**config.mk**
```make
export PLATFORM = sky130hd
export DESIGN_NAME = aes_dec_round_sched
export DESIGN_NICKNAME = d
export VERILOG_FILES = /design/src/rtl/aes_dec_pkg.sv /design/src/rtl/aes_dec_round_sched.sv
export SDC_FILE = /design/constraint.sdc
export NUM_CORES = 1
export LEC_CHECK = 0
export ABC_AREA = 1
export CAP_MARGIN = 10
export CELL_PAD_IN_SITES_DETAIL_PLACEMENT = 1
export CELL_PAD_IN_SITES_GLOBAL_PLACEMENT = 1
export CORE_AREA = 2 2 304 306
export CTS_CLUSTER_DIAMETER = 120
export CTS_CLUSTER_SIZE = 16
export DETAILED_ROUTE_END_ITERATION = 8
export DIE_AREA = 0 0 306 308
export GPL_TIMING_DRIVEN = 0
export HOLD_SLACK_MARGIN = 0.05
export PLACE_DENSITY_LB_ADDON = 0.1
export SLEW_MARGIN = 5
export SYNTH_ARGS = -nofsm -noshare
export SYNTH_HDL_FRONTEND = slang
export SYNTH_SLANG_ARGS = --single-unit
```
**constraint.sdc**
```tcl
create_clock -name clk -period 5 [get_ports clk]
set_clock_uncertainty 0.1 [all_clocks]
set_input_delay 1 -clock clk [delete_from_list [all_inputs] [get_ports clk]]
set_output_delay 1 -clock clk [all_outputs]
set_load 0.005 [all_outputs]
```
**src/rtl/aes_dec_pkg.sv**
```systemverilog
// Shared types and constants for the iterative AES-128 inverse-cipher scheduler.
package aes_dec_pkg;

    localparam int unsigned AES_NR  = 10;
    localparam int unsigned AES_BLK = 128;
    localparam int unsigned RM_W    = 2;

    typedef enum logic [1:0] {
        ST_IDLE    = 2'd0,
        ST_KEYWAIT = 2'd1,
        ST_ROUND   = 2'd2,
        ST_DONE    = 2'd3
    } state_e;

    localparam logic [RM_W-1:0] RM_INIT  = 2'd0;
    localparam logic [RM_W-1:0] RM_MID   = 2'd1;
    localparam logic [RM_W-1:0] RM_FINAL = 2'd2;

endpackage

```
**src/rtl/aes_dec_round_sched.sv**
```systemverilog
// Iterative AES-128 decrypt scheduler: holds the key, runs one shared round unit
// through INIT, NR-1 inverse rounds and FINAL, and hands back the plaintext.
module aes_dec_round_sched
    import aes_dec_pkg::*;
#(
    parameter int unsigned NR      = AES_NR,
    parameter int unsigned KEY_LAT = 2
) (
    input  logic               clk,
    input  logic               rst,
    input  logic               key_load,
    input  logic [AES_BLK-1:0] key_in,
    output logic [AES_BLK-1:0] key_out,
    output logic               key_drop,
    input  logic               in_valid,
    output logic               in_ready,
    input  logic [AES_BLK-1:0] cipher_text,
    output logic [AES_BLK-1:0] rnd_state,
    output logic [RM_W-1:0]    rnd_mode,
    output logic [3:0]         rk_idx,
    input  logic [AES_BLK-1:0] rnd_out,
    output logic               out_valid,
    input  logic               out_ready,
    output logic [AES_BLK-1:0] plain_text,
    output logic               busy
);

    localparam int unsigned CNT_W  = 4;
    localparam int unsigned WAIT_W = (KEY_LAT > 1) ? $clog2(KEY_LAT) : 1;
    localparam logic [CNT_W-1:0]  NR_C      = CNT_W'(NR);
    localparam logic [WAIT_W-1:0] WAIT_INIT = WAIT_W'(KEY_LAT - 1);

    state_e               state_q, state_d;
    logic                 key_valid_q, key_valid_d;
    logic [AES_BLK-1:0]   key_q, key_d;
    logic [CNT_W-1:0]     rnd_cnt_q, rnd_cnt_d;
    logic [AES_BLK-1:0]   data_q, data_d;
    logic [WAIT_W-1:0]    wait_q, wait_d;
    logic                 key_drop_q, key_drop_d;

    // State register
    always_ff @(posedge clk) begin
        if (rst) begin
            state_q     <= ST_IDLE;
            key_valid_q <= 1'b0;
            key_q       <= '0;
            rnd_cnt_q   <= '0;
            data_q      <= '0;
            wait_q      <= '0;
            key_drop_q  <= 1'b0;
        end else begin
            state_q     <= state_d;
            key_valid_q <= key_valid_d;
            key_q       <= key_d;
            rnd_cnt_q   <= rnd_cnt_d;
            data_q      <= data_d;
            wait_q      <= wait_d;
            key_drop_q  <= key_drop_d;
        end
    end

    // Next-state and round-unit control
    always_comb begin
        state_d     = state_q;
        key_valid_d = key_valid_q;
        key_d       = key_q;
        rnd_cnt_d   = rnd_cnt_q;
        data_d      = data_q;
        wait_d      = wait_q;
        key_drop_d  = 1'b0;
        in_ready    = 1'b0;
        rnd_mode    = RM_INIT;
        rk_idx      = '0;

        case (state_q)
            ST_IDLE: begin
                in_ready = key_valid_q & ~key_load;
                // A key load takes priority over a pending block
                if (key_load) begin
                    key_d       = key_in;
                    key_valid_d = 1'b0;
                    wait_d      = WAIT_INIT;
                    state_d     = ST_KEYWAIT;
                end else if (in_valid && key_valid_q) begin
                    data_d    = cipher_text;
                    rnd_cnt_d = '0;
                    state_d   = ST_ROUND;
                end
            end
            ST_KEYWAIT: begin
                key_drop_d = key_load;
                if (wait_q == '0) begin
                    key_valid_d = 1'b1;
                    state_d     = ST_IDLE;
                end else begin
                    wait_d = wait_q - WAIT_W'(1);
                end
            end
            ST_ROUND: begin
                key_drop_d = key_load;
                rk_idx     = NR_C - rnd_cnt_q;
                if (rnd_cnt_q == '0) begin
                    rnd_mode = RM_INIT;
                end else if (rnd_cnt_q == NR_C) begin
                    rnd_mode = RM_FINAL;
                end else begin
                    rnd_mode = RM_MID;
                end
                data_d    = rnd_out;
                rnd_cnt_d = rnd_cnt_q + CNT_W'(1);
                if (rnd_cnt_q == NR_C) begin
                    state_d = ST_DONE;
                end
            end
            ST_DONE: begin
                key_drop_d = key_load;
                if (out_ready) begin
                    state_d = ST_IDLE;
                end
            end
            default: begin
                state_d = ST_IDLE;
            end
        endcase
    end

    assign key_out    = key_q;
    assign key_drop   = key_drop_q;
    assign rnd_state  = data_q;
    assign plain_text = data_q;
    assign out_valid  = (state_q == ST_DONE);
    assign busy       = (state_q != ST_IDLE);

endmodule
```
==> results.txt, run 1 <==
The number of vias per cell came out at 3.75. The finished layout cell area came out at about 22000 um2. The average wire length per cell after detail routing is just under 20 um.

The adder-cell share of the synthesized area is less than 1%. The final count of pins violating max slew is 0. The final non-filler cell total is 3740. The type of the worst setup path is reg -> out. The final net count came out at just under 3k. The class of the worst hold path is reg -> reg. The post-synthesis simple-gate area fraction came out at 30.2%.

The startpoint identified for the worst hold timing path is key_valid_q. The count of distinct cell types in the synthesized netlist is 20. The number of optimization iterations in the first detailed-route pass is 4. The flow ran to the end, and the final reports show no timing, DRC or antenna violations.

At the pin with the least slew margin, the transition time is 0.971 ns. The hold violation total from the final report came out at 0. The initial core utilization is 12.9%. The mean instance size in the synthesized netlist is 6.80 um2. The clock insertion delay at the later pin of the skew report came out at approximately 0.57 ns. The synthesized net count is roughly 2.1k.

By area, the combinational part of the netlist is dominated by simple AND/OR/NAND/NOR gates. Counting instances, the worst hold path has a depth of 2. The clock root buffer is clkbuf_16.

The biggest area contributor in the post-synthesis netlist is dfxtp_1. Summing the areas of all compound-gate instances in the mapped netlist gives between 10% and 20% of the synthesized area. The CTS sink count came out at approximately 270.

The global-route congestion overflow total is 0. The largest single stage delay on the critical path is about 0.67 ns. The total via count after detailed routing is 14.0k. In this run, placement finished with an instance count of 3700. The final critical-path setup slack is 0.517 ns. The power density normalized to cell area is about 450 nW/um2.

Adding up every negative setup slack in the final design gives 0 ns. The post-route core utilization is 23.9%. Leaving out fill and tap cells, the most frequent cell in the layout is clkdlybuf4s50_1.

By instance count, the cell type seen most on the critical path is buf_2. The gate family responsible for the most delay along the worst path is buffers and inverters. Buffers inserted to repair hold after CTS numbered 0. The sort of element at the start of the critical path is a flop.

The clock passes through at most 3 buffers. The overall fraction of global-route tracks in use is between 10% and 20%. Tracing the worst setup path back leads to its startpoint at state_q[1].

In this run the number of H-tree levels came out at 1. The number of filler instances in the final layout is 11.0k. The worst reg2reg path depth is 8.

Along the worst path, the maximum fanout reaches 10. Setup violations remaining at the end of the flow were counted as 0. In the layout the commonest cells are 782 x clkdlybuf4s50_1, 521 x nor2_1, 400 x nand2_1. The highest clock frequency the design can meet came out at around 220 MHz. The signal on the critical path passes through inv_2 -> nor2_4 -> buf_2 -> buf_2 -> nand2_1 -> a31oi_1 -> clkdlybuf4s50_1. The HPWL after detailed placement is slightly above 60 mm. The count of warnings emitted by yosys came out at 0.

Setup repair after global routing left no endpoint under its margin. The synthesized netlist occupies a cell area of approximately 12000 um2. The max-capacitance violation count is 0. The remaining antenna violation count came out at 0.

The share of synthesized area occupied by flip-flops and latches is between 40% and 50%. The number of buffers and inverters on the critical path came out at 4. The maximum vdd ir drop came out at ~0.22 mV. Yosys attributes the largest share of cell area to dfxtp_1 45%, nor2_1 17%, nand2_1 13%. Headroom to the max-slew limit came out at between 30% and 40%. The startpoint of the worst-slack reg-to-reg timing path is state_q[1].

The total of buffers placed on input and output ports is roughly 780. The multiplexer area fraction after synthesis came out at 0%. Post-CTS timing repair inserted 0 buffers for setup. The critical path depth came out at 7. The width of the die came out at a little over 300 um.

The analysis attributes to cell leakage a power of roughly 9.2 nW. The wire length after detailed routing is 74.3 mm. The global-route wire length before repair is about 110 mm. The number of cell rows came out at ~110. The number of primary I/O pins came out at between 700 and 800. Counting flops and latches in the post-synthesis netlist gives around 270. The area growth from synthesis to layout is 84.8%.

The DRC violation count after routing came out at 0. Prior to clock tree synthesis, the placed netlist has a worst setup slack of about 0.74 ns. The number of gates given a new drive strength after cts is 0. The maximum number of pins on one net before global-route repair came out at 17. The endpoint kind of the worst setup timing path is a primary output. The via count of the first global-routing pass came to between 15k and 20k. The TritonCTS buffer count came out at 22. The xor-xnor portion of the synthesized cell area came out at 0%. The initial antenna violation count came out at 33. The clock slew at the register clock pins of the worst setup and hold paths came out at ~0.08 ns. The core footprint is just over 90000 um2. After synthesis, the largest area contributor takes up 45.1% of total cell area. The share of cells above drive strength 1 came out at a little under a tenth. The violation count after the first detailed-routing iteration came out at ~450. STA puts the critical path data arrival time at between 3 and 4 ns.

Synthesis produced 1731 cells. The floorplan die area came out at between 90000 and 100000 um2. The share of the cycle needed by the critical path after routing is approximately nine tenths. The largest individual stage delay along the critical path comes from the cell clkdlybuf4s50_1.

The final period demand of the worst path is between 4 and 5 ns. In this run the vertical extent of the chip is approximately 300 um. The critical path required time is approximately 3.9 ns. Routability-driven placement finished with a final weighted congestion of 0.802.

TritonCTS built the clock tree. After detailed placement, the total cell area comes to between 20000 and 25000 um2.
[tightest hold or removal path, stage by stage, from the launching register on]
cell,delay (ns)
dfxtp_1,0.33
nand2_1,0.07
a21oi_1,0.05
[synth_stat cells, drive strengths merged]
| cell | number |
|---|---|
| nor2 | 524 |
| nand2 | 400 |
| dfxtp | 265 |
| o21ai | 259 |
| buf | 193 |
| clkbuf | 49 |
| inv | 15 |
| nand3 | 9 |
| a21oi | 7 |
| ha | 3 |
| nand4 | 2 |
| a31oi | 1 |
| clkinv | 1 |
| nor3 | 1 |
| o21a | 1 |
| or2 | 1 |
[where the power goes]
part           leakage [nW]  internal, W  switching, W  total [W]
clock                 0.303     0.000826      0.000922    0.00175
combinational          6.69      0.00264       0.00221    0.00484
sequential             2.19      0.00269      0.000548    0.00324
[final timing paths]
path,to,slack [ns]
worst max-delay path,rnd_mode[0],0.52
worst min-delay path,key_valid_q,0.39
worst min register to register,key_valid_q,0.39
worst max register to register,plain_text[10],2.55
[kinds of logic after synthesis]
group / after synthesis
compound gates: 268
flops: 265
simple gates: 937
fa+ha+maj: 3
buf+inv: 258
[flip-flops by register name, summed over array words and instances (netlist names)]
name / flops
key_out: 128
plain_text: 128
rnd_cnt_q: 4
key_valid_q: 1
wait_q: 1
key_drop: 1
state_q: 2
[per-stage QoR]
stage / hold slack (ns) / total power (W)
floorplan: 0.347 / 0.00505
global placement: 0.374 / 0.00824
detailed placement: 0.387 / 0.00828
CTS: 0.399 / 0.0102
global route: 0.440 / 0.0106
finish: 0.391 / 0.00983
[layout make-up]
cell class                 count  area [um2]  share of cell area, %
antenna                        9        22.5                  0.104
buffer                       242        1470                   6.77
clock buffer                  25         572                   2.63
clock inverter                 6        60.1                  0.276
inverter                      16        60.1                  0.276
multi-input combinational   1208        4930                   22.7
sequential                   265        5310                   24.4
tap                         1186        1480                   6.82
timing repair buffer         783        7840                   36.1
[routing by layer]
metal	vias to the layer above	part of all wire (%)	global-route usage, %
met1	6481	38	16.1
li1	6897	-	-
met4	40	2.4	3.37
met2	510	49	27.2
met5	-	0.34	0
met3	98	10	7.01
No activity file was read; power rests on OpenSTA's default activity.
==> run 2, diff against run 1 <==
- ABC_AREA: 1 -> unset
- ABC_CLOCK_PERIOD_IN_PS: unset -> 5000
==> results.txt, run 2 <==
Run status: finished, final reports clean (unchanged). The average wire length per cell after detail routing came out at 22.8 um (was 19.9 um). The detailed placer's ending HPWL came out at 62.5 mm (was 61.1 mm).

Sequence of cells on the critical path: buf_4 -> buf_4 -> buf_2 -> and2_1 -> clkdlybuf4s50_1 (was inv_2 -> nor2_4 -> buf_2 -> buf_2 -> nand2_1 -> a31oi_1 -> clkdlybuf4s50_1). The via count of the first global-routing pass came out at 13.6k (was 15.0k). The core footprint is 91000 um2 (unchanged). The cell occurring most often along the worst timing path is buf_4 (was buf_2). The final period demand of the worst path came to 3.59 ns (was 4.48 ns). The number of flops mapped to enable cells by yosys is 0 (unchanged). The floorplan die area came out at 94200 um2 (unchanged). The number of buffers between clock root and the deepest sink is 3 (unchanged). The share of cells above drive strength 1 is 16.5% (was 9.04%).

The mean instance size in the synthesized netlist was 9.26 um2 (was 6.80 um2). The initial core utilization came to 13.6% (was 12.9%). The adder-cell share of the synthesized area is 0.302% (was 0.319%). The static power due to leakage is 7.70 nW (was 9.19 nW). The hold violation total from the final report is 0 (unchanged). The initial antenna violation count is 18 (was 33).

The number of optimization iterations in the first detailed-route pass is 4 (unchanged). The total setup violations reported at the end of the flow is 0 (unchanged). The overall fraction of global-route tracks in use is 15.3% (was 15.1%). The total setup buffers inserted after CTS came out at 0 (unchanged). The gate family responsible for the most delay along the worst path is buffers and inverters (unchanged). The flop and latch count out of synthesis is 265 (unchanged). The endpoint kind of the worst setup timing path is a primary output (unchanged). The tightest slew margin relative to the limit came out at 24.9% (was 35.2%). The layout-stage area growth over the synthesis result is 79.6% (was 84.8%).

The number of buffers and inverters on the critical path is 4 (unchanged). Synth cell count leaders: 265 x dfxtp_1, 259 x nand2_1, 151 x buf_4 (was 521 x nor2_1, 400 x nand2_1, 265 x dfxtp_1). Dominant cells by area after synthesis: dfxtp_1 43%, a211oi_2 11%, mux2i_1 10% (was dfxtp_1 45%, nor2_1 17%, nand2_1 13%). The H-tree level count is 1 (unchanged). The violation count after the first detailed-routing iteration came out at 412 (was 445). The global-route wire length before repair is 104 mm (was 105 mm). The top fanout value on the critical path is 10 (unchanged). The clock insertion delay at the later pin of the skew report came out at 0.54 ns (was 0.57 ns). The total of buffers placed on input and output ports came out at 781 (was 782). The final-layout setup total negative slack came out at 0 ns (unchanged).

The delay of the slowest cell on the worst path is 0.54 ns (was 0.67 ns). The commonest register cell after synthesis is dfxtp_1 (unchanged). The TritonCTS clock tree was done (unchanged). The finished layout cell area is 22300 um2 (was 21800 um2). The global-route congestion overflow total is 0 (unchanged). The final net count is 2536 (was 2930).

The post-synthesis simple-gate area fraction came to 14.9% (was 30.2%). The sort of element at the start of the critical path is a flop (unchanged). The most repeated cell in the gate-level netlist after synthesis is dfxtp_1 (was nor2_1).

The maximum vdd ir drop is 0.208 mV (was 0.223 mV). The clock slew at the register clock pins of the worst setup and hold paths came out at 0.08 ns (about the same). The final count of pins violating max slew is 0 (unchanged).

The gate count of the mapped netlist was 1340 (was 1731). The transition at the pin with the smallest max-transition slack came out at 1.13 ns (was 0.971 ns). The share of synthesized area occupied by flip-flops and latches came out at 42.7% (was 45.1%). The number of cell rows is 111 (unchanged). The clock root buffer is clkbuf_16 (unchanged). The maximum number of pins on one net before global-route repair is 17 (unchanged). The TritonCTS buffer count is 21 (was 22). The remaining antenna violation count came out at 0 (unchanged). The count of hold buffers inserted by post-cts repair is 0 (unchanged). The synthesized net count came out at 1732 (was 2123). The power density normalized to cell area is 238 nW/um2 (was 452 nW/um2). The share of the cycle needed by the critical path after routing is 71.7% (was 89.7%). The fraction of synthesized cell area taken by the top area cell type came out at 42.7% (was 45.1%).

The complex-gate fraction of the synthesized area came out at 17.9% (was 11.4%). The most frequent standard cell in the layout excluding fill and tap cells is clkdlybuf4s50_1 (unchanged). The type of the worst setup path is reg -> out (unchanged). The highest clock frequency the design can meet came to 279 MHz (was 223 MHz). The total standard cell area after synthesis came out at 12400 um2 (was 11800 um2).

The routability congestion estimate came to 0.759 (was 0.802). The area of placed instances came out at 21700 um2 (was 21100 um2). The number of primary I/O pins is 783 (unchanged). The critical path required time came out at 3.90 ns (about the same).

The width of the die was 306 um (unchanged). The critical path data arrival time is 2.49 ns (was 3.38 ns). The die height is 308 um (unchanged). The class of the worst hold path is reg -> reg (unchanged).

The count of distinct cell types in the synthesized netlist is 35 (was 20). The proportion of synthesized flip-flops having asynchronous set or reset is 0% (unchanged). The library cell contributing the largest single delay on the critical path is clkdlybuf4s50_1 (unchanged).

The DRC violation count after routing came out at 0 (unchanged). The library cell with the largest summed area after synthesis was dfxtp_1 (unchanged). The dominant combinational cell family by area after synthesis is compound AO/OA/AOI/OAI gates (was simple AND/OR/NAND/NOR gates).

The wire length after detailed routing is 76.2 mm (was 74.3 mm). The max-capacitance violation count was 0 (unchanged). The number of vias per cell is 3.84 (was 3.75).

The total via count after detailed routing came to 12.8k (was 14.0k). The CTS sink count came out at 265 (unchanged). Highest-count cells in the layout ignoring fill and taps: 781 x clkdlybuf4s50_1, 265 x dfxtp_1, 259 x nand2_1 (was 782 x clkdlybuf4s50_1, 521 x nor2_1, 400 x nand2_1).

The number of gates given a new drive strength after cts is 0 (unchanged). The count of warnings emitted by yosys was 0 (unchanged). Unrepaired setup endpoints after global routing: false (unchanged). The xor-xnor portion of the synthesized cell area came out at 0.141% (was 0%). The number of filler instances in the final layout is 10.4k (was 11.0k). The multiplexer area fraction after synthesis came to 10.3% (was 0%).
[run 2: cell count changes in the layout (fill, tap and decap cells not counted), sizes merged, moves of 7 or more]
cell,previous run,this run
nand2,400,260
a21oi,7,134
clkbuf,74,57
a211oi,0,129
inv,18,2
nor3,1,130
o21ai,259,2
nor2,524,10
mux2i,0,128
buf,194,214
diode,9,2
[run 2: layout make-up]
cell class	instances	area [um2]	share of cell area [%]
Clock buffer	23	543	2.44
Antenna cell	2	5.00	0.0225
Sequential cell	265	5310	23.8
Multi-Input combinational cell	825	5400	24.2
Clock inverter	3	30.0	0.135
Tap cell	1186	1480	6.66
Inverter	2	7.51	0.0337
Timing Repair Buffer	781	7820	35.1
Buffer	248	1700	7.63
[run 2: logic make-up (layout without fill, tap and decap cells)]
| group | Yosys count | in the layout |
|---|---|---|
| AOI/OAI and AO/OA | 268 | 268 |
| xor gates and xnor gates | 2 | 2 |
| adders and majority gates | 3 | 3 |
| buffers and inverters | 250 | 1057 |
| DFF | 265 | 265 |
| muxes | 128 | 128 |
| other | 0 | 2 |
| and+or+nand+nor | 424 | 424 |
[run 2: metrics by stage]
stage / hold WS (ns) / total power (W) / cells / utilization, % / worst slack [ns]
3_3_place_gp: 0.343 / 0.00369 / 3307 / 23.9 / 1.53
5_1_grt: 0.379 / 0.00563 / 3334 / 24.5 / 1.13
6_report: 0.355 / 0.00532 / 3335 / 24.5 / 1.41
3_5_place_dp: 0.346 / 0.00371 / 3307 / 23.9 / 1.50
2_1_floorplan: 0.353 / 0.00283 / 1340 / - / 2.68
4_1_cts: 0.358 / 0.00548 / 3333 / 24.5 / 1.24
[run 2: final timing paths]
check / start / end / slack (ns) / depth (start not counted)
worst min register to register: key_out[106] / key_out[106] / 0.36 / 2
worst max register to register: state_q[1] / plain_text[120] / 2.95 / 5
worst min-delay path: key_out[106] / key_out[106] / 0.36 / 2
worst max-delay path: state_q[1] / out_valid / 1.41 / 5
[run 2: where the power goes]
group / internal [W] / total, W / switching, W / leakage (nW)
Sequential: 0.00223 / 0.00233 / 0.0000971 / 2.16
Combinational: 0.000774 / 0.00130 / 0.000524 / 5.26
Clock: 0.000778 / 0.00169 / 0.000914 / 0.282
[run 2: metal layers]
metal | track usage (%) | routed length [um] | vias to the layer above
met4 | 2.62 | 1110 | 28
li1 | - | - | 6123
met3 | 5.24 | 6060 | 70
met1 | 16.2 | 28700 | 6145
met2 | 29.4 | 40100 | 424
met5 | 0 | 155 | -
[run 2: tightest hold or removal path: stages, from the launching register on]
cell,delay (ns)
dfxtp_1,0.31
nand2_1,0.05
a21oi_1,0.05
==> run 3, diff against run 2 <==
- ABC_CLOCK_PERIOD_IN_PS: 5000 -> 3700
- CORE_AREA: 2 2 304 306 -> 2 2 306 308
- DIE_AREA: 0 0 306 308 -> 0 0 308 310
- clock period: 5 -> 3.7 ns (I/O delays scaled with it)
==> results.txt, run 3 (same netlist as run 2, synthesis figures left out) <==
The destination of the critical timing path is out_valid (unchanged). The global-route congestion overflow total is 0 (unchanged). The total of buffers placed on input and output ports is 781 (unchanged).

The overall fraction of global-route tracks in use came out at 14.9% (was 15.3%). The part of the power in combinational logic came out at 24.0% (was 24.4%). The clock power share came out at 32.8% (was 31.8%).

The number of buffers between clock root and the deepest sink came out at 3 (unchanged). The initial antenna violation count was 23 (was 18). The maximum number of pins on one net before global-route repair came to 17 (unchanged). The core footprint came out at 92500 um2 (was 91000 um2).

The total setup buffers inserted after CTS was 0 (unchanged). The internal portion of total power came out at 0.00525 W (was 0.00378 W). The critical path required time is 2.86 ns (was 3.90 ns). The final count of pins violating max slew is 0 (unchanged). The power density normalized to cell area was 326 nW/um2 (was 238 nW/um2). The endpoint of the worst-slack reg-to-reg timing path is plain_text[63] (was plain_text[120]). The hold slack is 0.354 ns (was 0.355 ns). The routability congestion estimate is 0.749 (was 0.759). The tightest slew margin relative to the limit came out at 28.1% (was 24.9%).

The slack of the worst reg-to-reg path is 1.67 ns (was 2.95 ns). The total via count after detailed routing is 12.8k (about the same). The TritonCTS buffer count was 21 (unchanged). The number of primary I/O pins came to 783 (unchanged). Based on the critical path, the design can be clocked at up to 308 MHz. The total setup violations reported at the end of the flow is 0 (unchanged). The type of the worst setup path is reg -> out (unchanged). The startpoint of the worst setup timing path is state_q[1] (unchanged). The TritonCTS clock tree was done (unchanged). The class of the worst hold path was reg -> reg (unchanged). The post-route core utilization is 24.2% (was 24.5%). Unrepaired setup endpoints after global routing: false (unchanged).

The top fanout value on the critical path is 10 (unchanged). The CTS sink count is 265 (unchanged). The endpoint kind of the worst setup timing path was a primary output (unchanged).

The share of cells above drive strength 1 came out at 16.5% (unchanged). The H-tree level count is 1 (unchanged). The clock root buffer is clkbuf_16 (unchanged). The switching power share of the total was 28.0% (was 28.9%). The cell depth of the worst min-delay path came out at 2 (unchanged).

The number of gates given a new drive strength after cts is 0 (unchanged). The static power due to leakage came out at 7.72 nW (was 7.70 nW). The clock slew at the register clock pins of the worst setup and hold paths is 0.07 ns (was 0.08 ns). The area of placed instances was 21700 um2 (about the same). The average wire length per cell after detail routing came out at 22.6 um (was 22.8 um). The floorplan die area is 95500 um2 (was 94200 um2). The violation count after the first detailed-routing iteration came to 286 (was 412).

The share of the cycle needed by the critical path after routing is between 80 and 90%. The transition at the pin with the smallest max-transition slack came out at 1.08 ns (was 1.13 ns). The remaining antenna violation count is 0 (unchanged). The startpoint of the worst-slack reg-to-reg timing path is state_q[1] (unchanged). The final-layout setup total negative slack is 0 ns (unchanged).

The fraction of power consumed by sequential logic came out at 43.2% (was 43.8%). The global-route wire length before repair came to 103 mm (was 104 mm). The final net count is 2536 (unchanged). The width of the die is 308 um (was 306 um). The most frequent standard cell in the layout excluding fill and tap cells is clkdlybuf4s50_1 (unchanged). The initial core utilization is 13.4% (was 13.6%). The max-capacitance violation count came out at 0 (unchanged). The clock insertion delay at the later pin of the skew report came out at 0.54 ns (about the same). The number of cell rows came to 112 (was 111). The switching power was 0.00204 W (was 0.00154 W).

Highest-count cells in the layout ignoring fill and taps: 781 x clkdlybuf4s50_1, 265 x dfxtp_1, 259 x nand2_1 (unchanged). The count of hold buffers inserted by post-cts repair was 0 (unchanged). The maximum vdd ir drop came out at 0.222 mV (was 0.208 mV). The via count of the first global-routing pass is 13.7k (was 13.6k). The sort of element at the start of the critical path was a flop (unchanged). The hold violation total from the final report is 0 (unchanged). The detailed placer's ending HPWL is 62.2 mm (was 62.5 mm). The layout-stage area growth over the synthesis result is 80.2% (was 79.6%). The finished layout cell area is 22400 um2 (was 22300 um2).

The worst reg2reg path depth came out at 5 (unchanged). The DRC violation count after routing came out at 0 (unchanged). The final period demand of the worst path came out at approximately 3.2 ns. The placement-stage worst setup slack is 0.609 ns (was 1.50 ns). The number of vias per cell came out at 3.81 (was 3.84). Run status: finished, final reports clean (unchanged).

The number of optimization iterations in the first detailed-route pass is 4 (unchanged). The die height came out at 310 um (was 308 um). The wire length after detailed routing is 75.6 mm (was 76.2 mm).

The critical path data arrival time is 2.41 ns (was 2.49 ns). The final critical-path setup slack came out at 0.452 ns (was 1.41 ns).
## run 3: layout make-up
| class | instances | area (um2) |
|---|---|---|
| diodes | 7 | 17.5 |
| plain buffers | 248 | 1700 |
| clock buffers | 23 | 543 |
| clock inverters | 3 | 76.3 |
| fillers | 10600 | 70100 |
| inverters | 2 | 7.51 |
| multi-input cells | 825 | 5400 |
| flip-flops and latches | 265 | 5310 |
| well taps | 1197 | 1500 |
| repair buffers | 781 | 7820 |
## run 3: worst min path at each step
stage	start	to	slack (ns)
after floorplan	key_out[0]	key_out[0]	0.35
after global placement	key_out[46]	key_out[46]	0.34
after detailed placement	key_out[68]	key_out[68]	0.35
after CTS	key_out[68]	key_out[68]	0.36
after global routing	key_out[38]	key_out[38]	0.38
final	key_out[56]	key_out[56]	0.35
## run 3: per-stage QoR
stage | total power (W) | instances
final | 0.00729 | 3351
after global routing | 0.00770 | 3349
after CTS | 0.00752 | 3344
after detailed placement | 0.00502 | 3318
after global placement | 0.00499 | 3318
after floorplan | 0.00382 | 1340
## run 3: power groups by stage
| stage | registers, W | logic [W] | clock network (W) |
|---|---|---|---|
| floorplan | 0.00318 | 0.000635 | 0 |
| global placement | 0.00321 | 0.00178 | 0 |
| detailed placement | 0.00322 | 0.00180 | 0 |
| CTS | 0.00316 | 0.00180 | 0.00256 |
| global route | 0.00317 | 0.00190 | 0.00263 |
| finish | 0.00315 | 0.00175 | 0.00239 |
## run 3: routing by layer
| metal | wire, um | global-route usage (%) | vias to the layer above | part of all wire (%) |
|---|---|---|---|---|
| li1 | - | - | 6126 | - |
| met1 | 28700 | 16.1 | 6106 | 38 |
| met2 | 38700 | 27.6 | 443 | 51 |
| met3 | 6710 | 5.50 | 75 | 8.9 |
| met4 | 1340 | 3.22 | 30 | 1.8 |
| met5 | 188 | 0 | - | 0.25 |
## run 3: critical path, stage by stage, from the launching register on
cell	delay, ns
dfxtp_1	0.31
buf_4	0.16
buf_4	0.28
buf_2	0.40
and2_1	0.20
clkdlybuf4s50_1	0.54
